<file path="src/rtl/vip_frame_scheduler.sv">
// Frame-level gate in front of the gray mean-filter: forwards only whole frames
// after a host start, counts them, and checks each forwarded frame's geometry.
module vip_frame_scheduler #(
   parameter logic [9:0] IMG_HDISP = 10'd640,
   parameter logic [9:0] IMG_VDISP = 10'd480
) (
   input  logic       clk,
   input  logic       rst,
   input  logic       cfg_start,
   input  logic       cfg_stop,
   input  logic [7:0] cfg_frames,
   input  logic       per_frame_vsync,
   input  logic       per_frame_href,
   input  logic       per_frame_clken,
   input  logic [7:0] per_img_G,
   output logic       proc_frame_vsync,
   output logic       proc_frame_href,
   output logic       proc_frame_clken,
   output logic [7:0] proc_img_G,
   output logic       busy,
   output logic       frame_done,
   output logic       frame_err,
   output logic [7:0] frame_cnt
);

   typedef enum logic [1:0] {S_IDLE, S_ARM, S_RUN, S_CHECK} state_t;

   state_t      state_q, state_d;
   logic        vs_q, hr_q;
   logic        pvs_q, pvs_d, phr_q, phr_d, pck_q, pck_d;
   logic [7:0]  pg_q, pg_d;
   logic        done_q, done_d, err_q, err_d;
   logic [7:0]  frame_cnt_q, frame_cnt_d, frames_left_q, frames_left_d;
   logic        stop_pend_q, stop_pend_d;
   logic [9:0]  pix_cnt_q, pix_cnt_d, line_cnt_q, line_cnt_d;
   logic        line_err_q, line_err_d, trunc_q, trunc_d;
   logic        rise, fall, gate;

   assign rise = per_frame_vsync & ~vs_q;
   assign fall = ~per_frame_vsync & vs_q;

   always_comb begin
      state_d       = state_q;
      frame_cnt_d   = frame_cnt_q;
      frames_left_d = frames_left_q;
      stop_pend_d   = stop_pend_q;
      pix_cnt_d     = pix_cnt_q;
      line_cnt_d    = line_cnt_q;
      line_err_d    = line_err_q;
      trunc_d       = trunc_q;
      done_d        = 1'b0;
      err_d         = 1'b0;
      gate          = 1'b0;
      case (state_q)
         S_IDLE: begin
            if (cfg_start && !cfg_stop) begin
               state_d       = S_ARM;
               frames_left_d = cfg_frames;
               frame_cnt_d   = '0;
               stop_pend_d   = 1'b0;
            end
         end
         S_ARM: begin
            if (cfg_stop) begin
               state_d = S_IDLE;
            end else if (rise) begin
               state_d    = S_RUN;
               gate       = 1'b1;
               pix_cnt_d  = '0;
               line_cnt_d = '0;
               line_err_d = 1'b0;
            end
         end
         S_RUN: begin
            gate = 1'b1;
            if (cfg_stop) stop_pend_d = 1'b1;
            if (hr_q && !per_frame_href) begin
               line_err_d = line_err_q | (pix_cnt_q != IMG_HDISP);
               if (line_cnt_q != '1) line_cnt_d = line_cnt_q + 10'd1;
               pix_cnt_d = '0;
            end else if (per_frame_href && per_frame_clken && pix_cnt_q != '1) begin
               pix_cnt_d = pix_cnt_q + 10'd1;
            end
            // a line still open when vsync drops is a truncated line
            if (fall) begin
               state_d = S_CHECK;
               trunc_d = hr_q;
            end
         end
         S_CHECK: begin
            done_d      = 1'b1;
            err_d       = line_err_q | (line_cnt_q != IMG_VDISP) | trunc_q;
            frame_cnt_d = frame_cnt_q + 8'd1;
            if (stop_pend_q || cfg_stop || frames_left_q == 8'd1) begin
               state_d = S_IDLE;
            end else begin
               state_d = S_ARM;
               if (frames_left_q != '0) frames_left_d = frames_left_q - 8'd1;
            end
         end
         default: state_d = S_IDLE;
      endcase
      pvs_d = gate & per_frame_vsync;
      phr_d = gate & per_frame_href;
      pck_d = gate & per_frame_clken;
      pg_d  = gate ? per_img_G : '0;
   end

   always_ff @(posedge clk) begin
      if (rst) begin
         state_q       <= S_IDLE;
         vs_q          <= 1'b1;
         hr_q          <= 1'b0;
         pvs_q         <= 1'b0;
         phr_q         <= 1'b0;
         pck_q         <= 1'b0;
         pg_q          <= '0;
         done_q        <= 1'b0;
         err_q         <= 1'b0;
         frame_cnt_q   <= '0;
         frames_left_q <= '0;
         stop_pend_q   <= 1'b0;
         pix_cnt_q     <= '0;
         line_cnt_q    <= '0;
         line_err_q    <= 1'b0;
         trunc_q       <= 1'b0;
      end else begin
         state_q       <= state_d;
         vs_q          <= per_frame_vsync;
         hr_q          <= per_frame_href;
         pvs_q         <= pvs_d;
         phr_q         <= phr_d;
         pck_q         <= pck_d;
         pg_q          <= pg_d;
         done_q        <= done_d;
         err_q         <= err_d;
         frame_cnt_q   <= frame_cnt_d;
         frames_left_q <= frames_left_d;
         stop_pend_q   <= stop_pend_d;
         pix_cnt_q     <= pix_cnt_d;
         line_cnt_q    <= line_cnt_d;
         line_err_q    <= line_err_d;
         trunc_q       <= trunc_d;
      end
   end

   assign proc_frame_vsync = pvs_q;
   assign proc_frame_href  = phr_q;
   assign proc_frame_clken = pck_q;
   assign proc_img_G       = pg_q;
   assign busy             = (state_q != S_IDLE);
   assign frame_done       = done_q;
   assign frame_err        = err_q;
   assign frame_cnt        = frame_cnt_q;

endmodule
</file>
<file path="config.mk">
export PLATFORM = sky130hd
export DESIGN_NAME = vip_frame_scheduler
export DESIGN_NICKNAME = d
export VERILOG_FILES = /design/src/rtl/vip_frame_scheduler.sv
export SDC_FILE = /design/constraint.sdc
export NUM_CORES = 1
export LEC_CHECK = 0
export CORE_UTILIZATION = 48
export DETAILED_ROUTE_END_ITERATION = 6
export GPL_ROUTABILITY_DRIVEN = 0
export MAX_ROUTING_LAYER = met4
export PLACE_DENSITY = 0.75
export SLEW_MARGIN = 25
export SYNTH_ARGS = -nofsm -noshare
export SYNTH_HDL_FRONTEND = slang
export SYNTH_SLANG_ARGS = --single-unit
export TNS_END_PERCENT = 5
</file>
<file path="constraint.sdc">
create_clock -name clk -period 1.9 [get_ports clk]
set_input_delay 0.38 -clock clk [delete_from_list [all_inputs] [get_ports clk]]
set_output_delay 0.38 -clock clk [all_outputs]
set_load 0.01 [all_outputs]
</file>
Word-level counts from Yosys, hierarchy flattened
Index checks and enable logic that the tools add are counted.
{"block": "word_totals", "output_inout_bits": 22, "word_cells": 106, "register_bits": 56}
{"block": "classes", "reduce_logical": 24, "bitwise_logic": 12, "n_eq_ne": 19, "addsub": 4, "mux": 31}
{"operator": "$mux W10", "n": 6}
{"operator": "$pmux W10 S2", "n": 2}
{"operator": "$mux W8", "n": 4}
{"operator": "$pmux W8 S2", "n": 2}
{"operator": "$ne A10 B10 Y1 const B", "n": 3}
{"operator": "$add A10 B1 Y10 const B", "n": 2}
{"operator": "$ne A2 B2 Y1 const B", "n": 9}
{"operator": "$reduce_and A4 Y1", "n": 3}
{"operator": "$ne A10 B9 Y1 const B", "n": 1}
{"operator": "$mux W1", "n": 9}
{"operator": "$add A8 B1 Y8 const B", "n": 1}
{"operator": "$eq A8 B1 Y1 const B", "n": 1}
{"operator": "$mux W2", "n": 4}
{"operator": "$pmux W2 S4", "n": 1}
{"operator": "$reduce_bool A2 Y1", "n": 4}
{"operator": "$reduce_bool A8 Y1", "n": 1}
{"operator": "$sub A8 B1 Y8 const B", "n": 1}
{"operator": "$ne A3 B3 Y1 const B", "n": 2}
{"operator": "$pmux W1 S2", "n": 3}
{"operator": "$reduce_and A3 Y1", "n": 2}
{"operator": "$and A1 B1 Y1", "n": 5}
{"operator": "$reduce_and A5 Y1", "n": 1}
{"operator": "$eq A2 B2 Y1 const B", "n": 2}
{"operator": "$logic_and A1 B1 Y1", "n": 4}
{"operator": "8 further kinds", "n": 17}

Longest topological paths before layout
{"block": "depth", "ltp_word": 7, "mapped_depth": 8}

Least setup slack after synthesis
OpenSTA, ideal clock, no wires.
{"block": "synth_path", "kind": "flip-flop to flip-flop", "start": "register frames_left_q[0]", "end": "register frames_left_q[0]", "slack_ns": 0.005, "setup_ns": 0.095, "stages_incl_launch_ff": 9, "t_required_ns": 1.805, "n_path_buf": 1, "arrival_time_ns": 1.800, "path_cell_list": "dfxtp_1 inv_1 ha_1 or2_2 a311oi_2 o21a_1 buf_4 o21ai_1 a221oi_1"}
{"block": "synth_via", "elab_chain_len": 4}
{"element": "start: declaration", "line": "33", "rtl": "logic [7:0] frame_cnt_q, frame_cnt_d, frames_left_q, frames_left_d;"}
{"element": "start signal: assignment", "line": "138", "rtl": "frames_left_q <= frames_left_d;"}
{"element": "$sub A8 B1 Y8 / $eq A8 B1 Y1 (equally long branches)", "line": "98, 94"}
{"element": "$mux W8 / $logic_or A1 B1 Y1 (equally long branches)", "line": "98, 94"}
{"element": "$mux W8 / $ne A2 B2 Y1 (equally long branches)"}
{"element": "$pmux W8 S2 / $reduce_and A4 Y1 (equally long branches)"}
Parallel ways exist; a longest one is shown, timed or not. The select of a mux whose other input is x is not followed.
A chain may end at the register's enable or synchronous reset.

Worst setup path in the final report
{"block": "layout_path", "start": "register pix_cnt_q[1]", "end": "register pix_cnt_q[7]"}
{"block": "layout_via", "elab_chain_len": 4}
{"element": "start: declaration", "line": "35", "rtl": "logic [9:0] pix_cnt_q, pix_cnt_d, line_cnt_q, line_cnt_d;"}
{"element": "start signal: assignment", "line": "140", "rtl": "pix_cnt_q <= pix_cnt_d;"}
{"element": "$add A10 B1 Y10 / $ne A10 B10 Y1 (equally long branches)", "line": "82, 81"}
{"element": "$mux W10 / $logic_and A1 B1 Y1 (equally long branches)", "line": "81", "rtl": "end else if (per_frame_href && per_frame_clken && pix_cnt_q != '1) begin"}
{"element": "$mux W10 / $ne A3 B3 Y1 (equally long branches)"}
{"element": "$pmux W10 S2 / $reduce_and A4 Y1 (equally long branches)"}
Parallel ways exist; a longest one is shown, timed or not. The select of a mux whose other input is x is not followed.

==> results.md <==
- The number of sinks driven by the clock tree is 56.
- The unique cell type count in the Yosys netlist is 58.
- Setup repair after global routing could not meet its margin everywhere.
- The part of the Yosys area used for sequential elements is 0.391.
- The worst setup path is launched from a register.
- The number of global-route vias before repair is 2670.
- For this run, asynchronously set or reset flops after synthesis account for 0.
- The synthesized netlist net count is 372.
- The floorplan step defined a core boundary enclosing 5640 um2.
- The first routing iteration left 148 violations.
- The number of pins exceeding their max-slew limit in the final report was 0.
- The count of standard-cell rows is 27.
- The number of inserted filler cells in the final layout is 446.
- The per-cell via count in the routed design is 5.55.
- The worst-case IR drop observed on VDD is 0.352 mV.
- The maximum net fanout on the critical path is 7.
- The count of flip-flops with a built-in enable after synthesis is 0.
- The area growth from synthesis to layout is 32.9%.
- Post-CTS timing repair inserted 0 buffers for setup.
- Timing would allow up to 537 MHz.
- In this run the vertical extent of the chip is 79.3 um.
- The fraction of layout instances using a drive strength above 1 is 0.184.
- The number of antenna violations at the first check in global routing is 0.
- The area of the die is 6290 um2.
- Clock latency on the worst-skew pair, taken at its later pin, is 0.31 ns.
- The worst setup path is captured at a register.
- The starting density of the core is 0.508.
- Counting the buffers created by CTS gives 5.
- At the end of the flow the core is filled with cells to 0.675.
- The synthesis-stage register bit count is 56.
- The library cell occupying the most area in the post-synthesis netlist is dfxtp_1.
- The library cell used as clock root buffer is clkbuf_8.
- The final routed wirelength across all metal layers is 6830 um.
- The mapped netlist covers 2870 um2.
- The pin count of the biggest net entering global routing is 19.
- The commonest cells after synthesis are dfxtp_1 (56), a21oi_1 (28), nor2_1 (28), nand2_1 (21), o21ai_0 (19).
- Along the worst hold path, the cell count comes to 2.
- STA puts the critical path data required time at 2.12 ns.
- For this design the ratio of total power to cell area is 626 nW/um2.
- The total vias in the final route is 2747.
- The first detailed-routing pass ran for 4 iterations.
- Ranked by total cell area, the synthesized netlist is headed by dfxtp_1 (39%), ha_1 (5.7%), a21oi_1 (4.9%).
- Detailed placement ended at an HPWL of 5120 um.
- At the worst endpoint, the arrival time is 2.09 ns.
- The number of standard cells after synthesis is 336.
- The hold violation count in the final report is 0.
- For the final database, setup skew stands at 0.00393 ns.
- The tightest hold path in the finished design has a slack of 0.457 ns.
- The die span in x is 79.3 um.
- The most common cell in the synthesized netlist is dfxtp_1.
- The first global-routing pass estimated 11700 um of wire.
- Each instance of the synthesized netlist takes up on average 8.53 um2.
- For this run, the post-layout net count is 458.
- The run finished with clean final reports.
- In the global route stage, overall resource usage came out at 0.236.
- The clock-pin slew on the worst setup and hold paths is 0.10 ns.
- For this run the aggregate overflow at the end of global routing stands at 0.
- The number of max-capacitance violations reported is 0.
- The repair_antennas step left the layout with diodes totalling 0.
- The clock tree from TritonCTS is built.
- The top-level port count is 45.
- For the worst flop-to-flop path, the logic depth is 6.
- In this run the worst hold path is classified as register to register.
- The area share of the largest cell type after synthesis is 0.391.
- After detailed routing, the average wire length per cell comes to 13.8 um.
- The register-to-register path setup slack is 0.04 ns.
- The detailed-route DRC error count is 0.
- The worst setup path is of the register to register kind.
- Subtracting the final worst setup slack from the clock period gives 1.86 ns.
- The analysis attributes to cell leakage a power of 0.00142 uW.
- The number of warning messages in the yosys log is 0.
- The most used flip-flop cell after synthesis is dfxtp_1.
- In the finished design, the share of the clock period the worst path needs comes to 0.981.
- Setup violations remaining at the end of the flow were counted as 0.
- Port buffering added 44 buffers.
- In this run the tightest slew margin relative to its limit is 0.750.
- The H-tree generated during clock tree synthesis spans 2 levels.
- For the pin with the worst max-slew slack, the measured transition is 0.373 ns.
- The buffer levels on the longest clock path is 2.
- The remaining number of nets flagged by the antenna check after routing is 0.
## metrics by stage
stage	cells	setup TNS [ns]	cell area (um2)	power (uW)	setup slack [ns]
2_1_floorplan	336	0	2870	1500	0.00463
3_3_place_gp	487	-3.89	3690	1720	-0.236
3_5_place_dp	487	-5.03	3690	1720	-0.294
4_1_cts	495	0	3790	2390	0.0189
5_1_grt	495	-0.273	3810	2490	-0.0578
6_report	495	0	3810	2380	0.0361
## what timing repair did
item | in CTS | in global routing
cloned | 0 | 0
endpoints found under the setup margin | 6 | 14
pin swaps | 0 | 1
hold buffers | 0 | 0
resized for setup | 6 | 10
## registers in the layout, indices dropped and copies added (netlist names), 8 cells and up, named ones only
name / cells
frames_left_q: 8
pix_cnt_q: 10
proc_img_G: 8
frame_cnt: 8
line_cnt_q: 10
## final cells by class
cell class	instances	area (um2)	share of cell area
clock buffers	5	68.8	0.0181
clock inverters	3	22.5	0.00591
inverters	18	67.6	0.0177
multi-input cells	250	1640	0.431
flip-flops and latches	56	1130	0.296
well taps	72	90.1	0.0236
repair buffers	91	792	0.208
## kinds of logic after synthesis
family | synth area share
AO/OA/AOI/OAI | 0.191
XOR/XNOR | 0.0366
adder cells (fa/ha/maj) | 0.0567
buffers and inverters | 0.0441
flip-flops | 0.391
multiplexers | 0.0157
AND/OR/NAND/NOR | 0.265
## cell usage in the layout (no fill, tap or decap), drive strengths merged, types with 7 or more instances in the layout
cell           instances
and2                  12
a21oi                 28
nand4                 12
nor2b                  7
nor2                  29
buf                   47
nor3                  13
xnor2                  7
o21ai                 20
nand3                 16
inv                   19
nand2                 21
clkdlybuf4s50         43
ha                    13
dfxtp                 56
## power breakdown
part           switching, uW  internal, uW
registers               27.9          1200
clock network            410           265
logic                    237           241
## path summary, 6_finish.rpt
check | start | endpoint
worst max-delay path | pix_cnt_q[1] | pix_cnt_q[7]
worst min-delay path | line_err_q | line_err_q
worst max register to register | pix_cnt_q[1] | pix_cnt_q[7]
worst min register to register | line_err_q | line_err_q
## critical path, stage by stage, from the launching register on
cell	delay (ns)
dfxtp_4	0.38
ha_1	0.19
and4_1	0.24
a31oi_4	0.27
nand3_2	0.11
or3_4	0.35
o311ai_2	0.23
## routing by layer
metal  GRT usage  vias to the layer above  wire length [um]
met2       0.370                       69              3160
met4      0.0964                        0                95
li1            -                     1380                 -
met5           -                        -                 0
met1       0.299                     1288              3260
met3      0.0448                       10               312
Note: power is estimated with default switching activity, not from simulation.
==> edit: new RTL, same settings <==
Make the reset (`rst`) asynchronous in one clocked block.
--- a/src/rtl/vip_frame_scheduler.sv
+++ b/src/rtl/vip_frame_scheduler.sv
@@ -106,7 +106,7 @@
       pg_d  = gate ? per_img_G : '0;
    end
 
-   always_ff @(posedge clk) begin
+   always_ff @(posedge clk or posedge rst) begin
       if (rst) begin
          state_q       <= S_IDLE;
          vs_q          <= 1'b1;
Check against the original RTL: differs if rst is asserted again (counterexample within 4 cycles, from zero or initial values and one cycle with rst high); with rst held inactive, the same outputs for 10 cycles.
==> edit against the unedited design <==
- the run now ends with setup timing left
- sequential cell count unchanged
- synthesized area up 3.7%
- cell count down 1.6%
- setup slack worse by 150 ps
- core utilization about the same
- cell area up 5.6%
- routed wire length up 0.61%
Power is not compared: it rests on default switching activity, and its combinational part moved more than twofold at a synthesized area within 25%.
==> edit: results (changes against the unedited design) <==
Synthesis
  • Post-Synthesis Cells: 320 (-4.8%)
  • Synth Area in Compound Gates: 14.22% (-4.8 points)
  • Yosys cell types: 51 (-12%)
  • Commonest cells in the synthesized netlist: dfrtp_1 (55), nand2_1 (37), nor2_1 (24), nand3_1 (22), a21oi_1 (21)
  • Post-synthesis mux area share: 1.893% (+0.32 points)
  • Register area share after synthesis: 47.16% (+8.1 points)
  • Synth Area in XOR/XNOR: 1.767% (-1.9 points)
  • Synth Area in Adders: 5.048% (-0.62 points)
  • Largest family of logic cells by synthesized area: simple AND/OR/NAND/NOR gates
  • FFs w/ async S/R, synth: 100.0% (+100 points)
  • Synthesized net count: 355 (-4.6%)
  • Synth top area cells: dfrtp_1 (46%), ha_1 (5.0%), nand2_1 (4.7%)

Run status
  • Status: finished, violations left
  • Violated checks: setup timing

GRT
  • Total track usage: 23.50% (-0.14 points)
  • Vias in the first global route: 2640 (-1.1%)
  • M1 GR Usage: 27.65% (-2.3 points)
  • Largest net degree at the start of global routing: 21 (+2)
  • Number of antenna violations at the first check in global routing: 0 (unchanged)
  • Global-route wire length before repair: 11480 um (-1.6%)
  • Met3 Usage GRT: 4.659% (+0.18 points)
  • GRT met2 Usage: 40.25% (+3.3 points)

Drt
  • Wire length per cell: 14.12 um (+2.3%)
  • Met1 wire length: 3002 um (-8.0%)
  • Length of routed met2 wiring: 3365 um (+6.5%)
  • DR iter-0 viols: 200 (+35%)
  • Met3 WL post-DR: 391 um (+25%)
  • Detailed-route via count: 2733 (-0.51%)
  • Drt first pass iters: 5 (+1)

STA
  • Endpoints failing setup: 3 (+3)
  • Clock Skew: 8.700 ps (+4.770 ps)
  • Post-route worst setup slack: -118.7 ps (-154.8 ps)
  • Setup TNS: -277.4 ps (-277.4 ps)
  • Least-Margin Pin Slew: 457.8 ps (+85.21 ps)

Clock tree
  • Post-cts resize count: 4 (-2)
  • Clock transition at the registers of the reported paths: 100 ps (about the same)

Placement
  • Placed standard-cell area: 3855 um^2 (+4.4%)
  • Dpl ws: -434.0 ps (-140.4 ps)
  • Placed cell count: 480 (-1.4%)
  • I/O Buffers: 44 (unchanged)
  • Hpwl dp: 5135 um (+0.27%)

Pwr
  • Leak pwr: roughly 1.8 nW
  • Sequential power share: 37.4%
  • Clk. pwr: approximately 0.00069 W

Finish
  • Share of cells above drive strength 1: 21.60% (+3.2 points)
  • Non-Filler Instances: 487 (-1.6%)
  • Net count, final: 447 (-2.4%)

Worst setup path
  • Worst EP arrival: 2220 ps (+130 ps)
  • CP max stage delay: 420 ps (+40 ps)
  • Crit-path slowest cell: dfrtp_1
  • Crit path max fanout: 5 (-2)

Min path
  • Worst min-delay path category: in2async
==> edit: changes by cell type after synthesis, moves of 5 or more <==
cell,delta
a21oi_1,-7
a31oi_1,-5
dfrtp_1,+55
dfxtp_1,-56
nand2_1,+16
nand2b_1,+6
nand3_1,+7
nand4_1,-5
nor2b_1,-7
or3_1,+5
or4_1,+6
xnor2_1,-7
==> edit: final cells by class <==
cell class,count,area (um^2)
multi-input cells,240,1554
fillers,510,1934
flip-flops and latches,56,1403
inverters,14,52.55
well taps,75,93.84
repair buffers,95,822.0
clock buffers,7,96.34
==> edit: worst paths after layout <==
| path | endpoint | slack [ps] | from | depth (start not counted) |
|---|---|---|---|---|
| hold reg to reg | trunc_q | 540 | trunc_q | 1 |
| max in group asynchronous | vs_q | 1220 | rst | 3 |
| setup / recovery | line_cnt_q[7] | -120 | flip-flop | 6 |
| setup reg to reg | line_cnt_q[7] | -120 | flip-flop | 6 |
| hold / removal | line_err_q | 430 | rst | 3 |
| min in group clk | trunc_q | 540 | trunc_q | 1 |
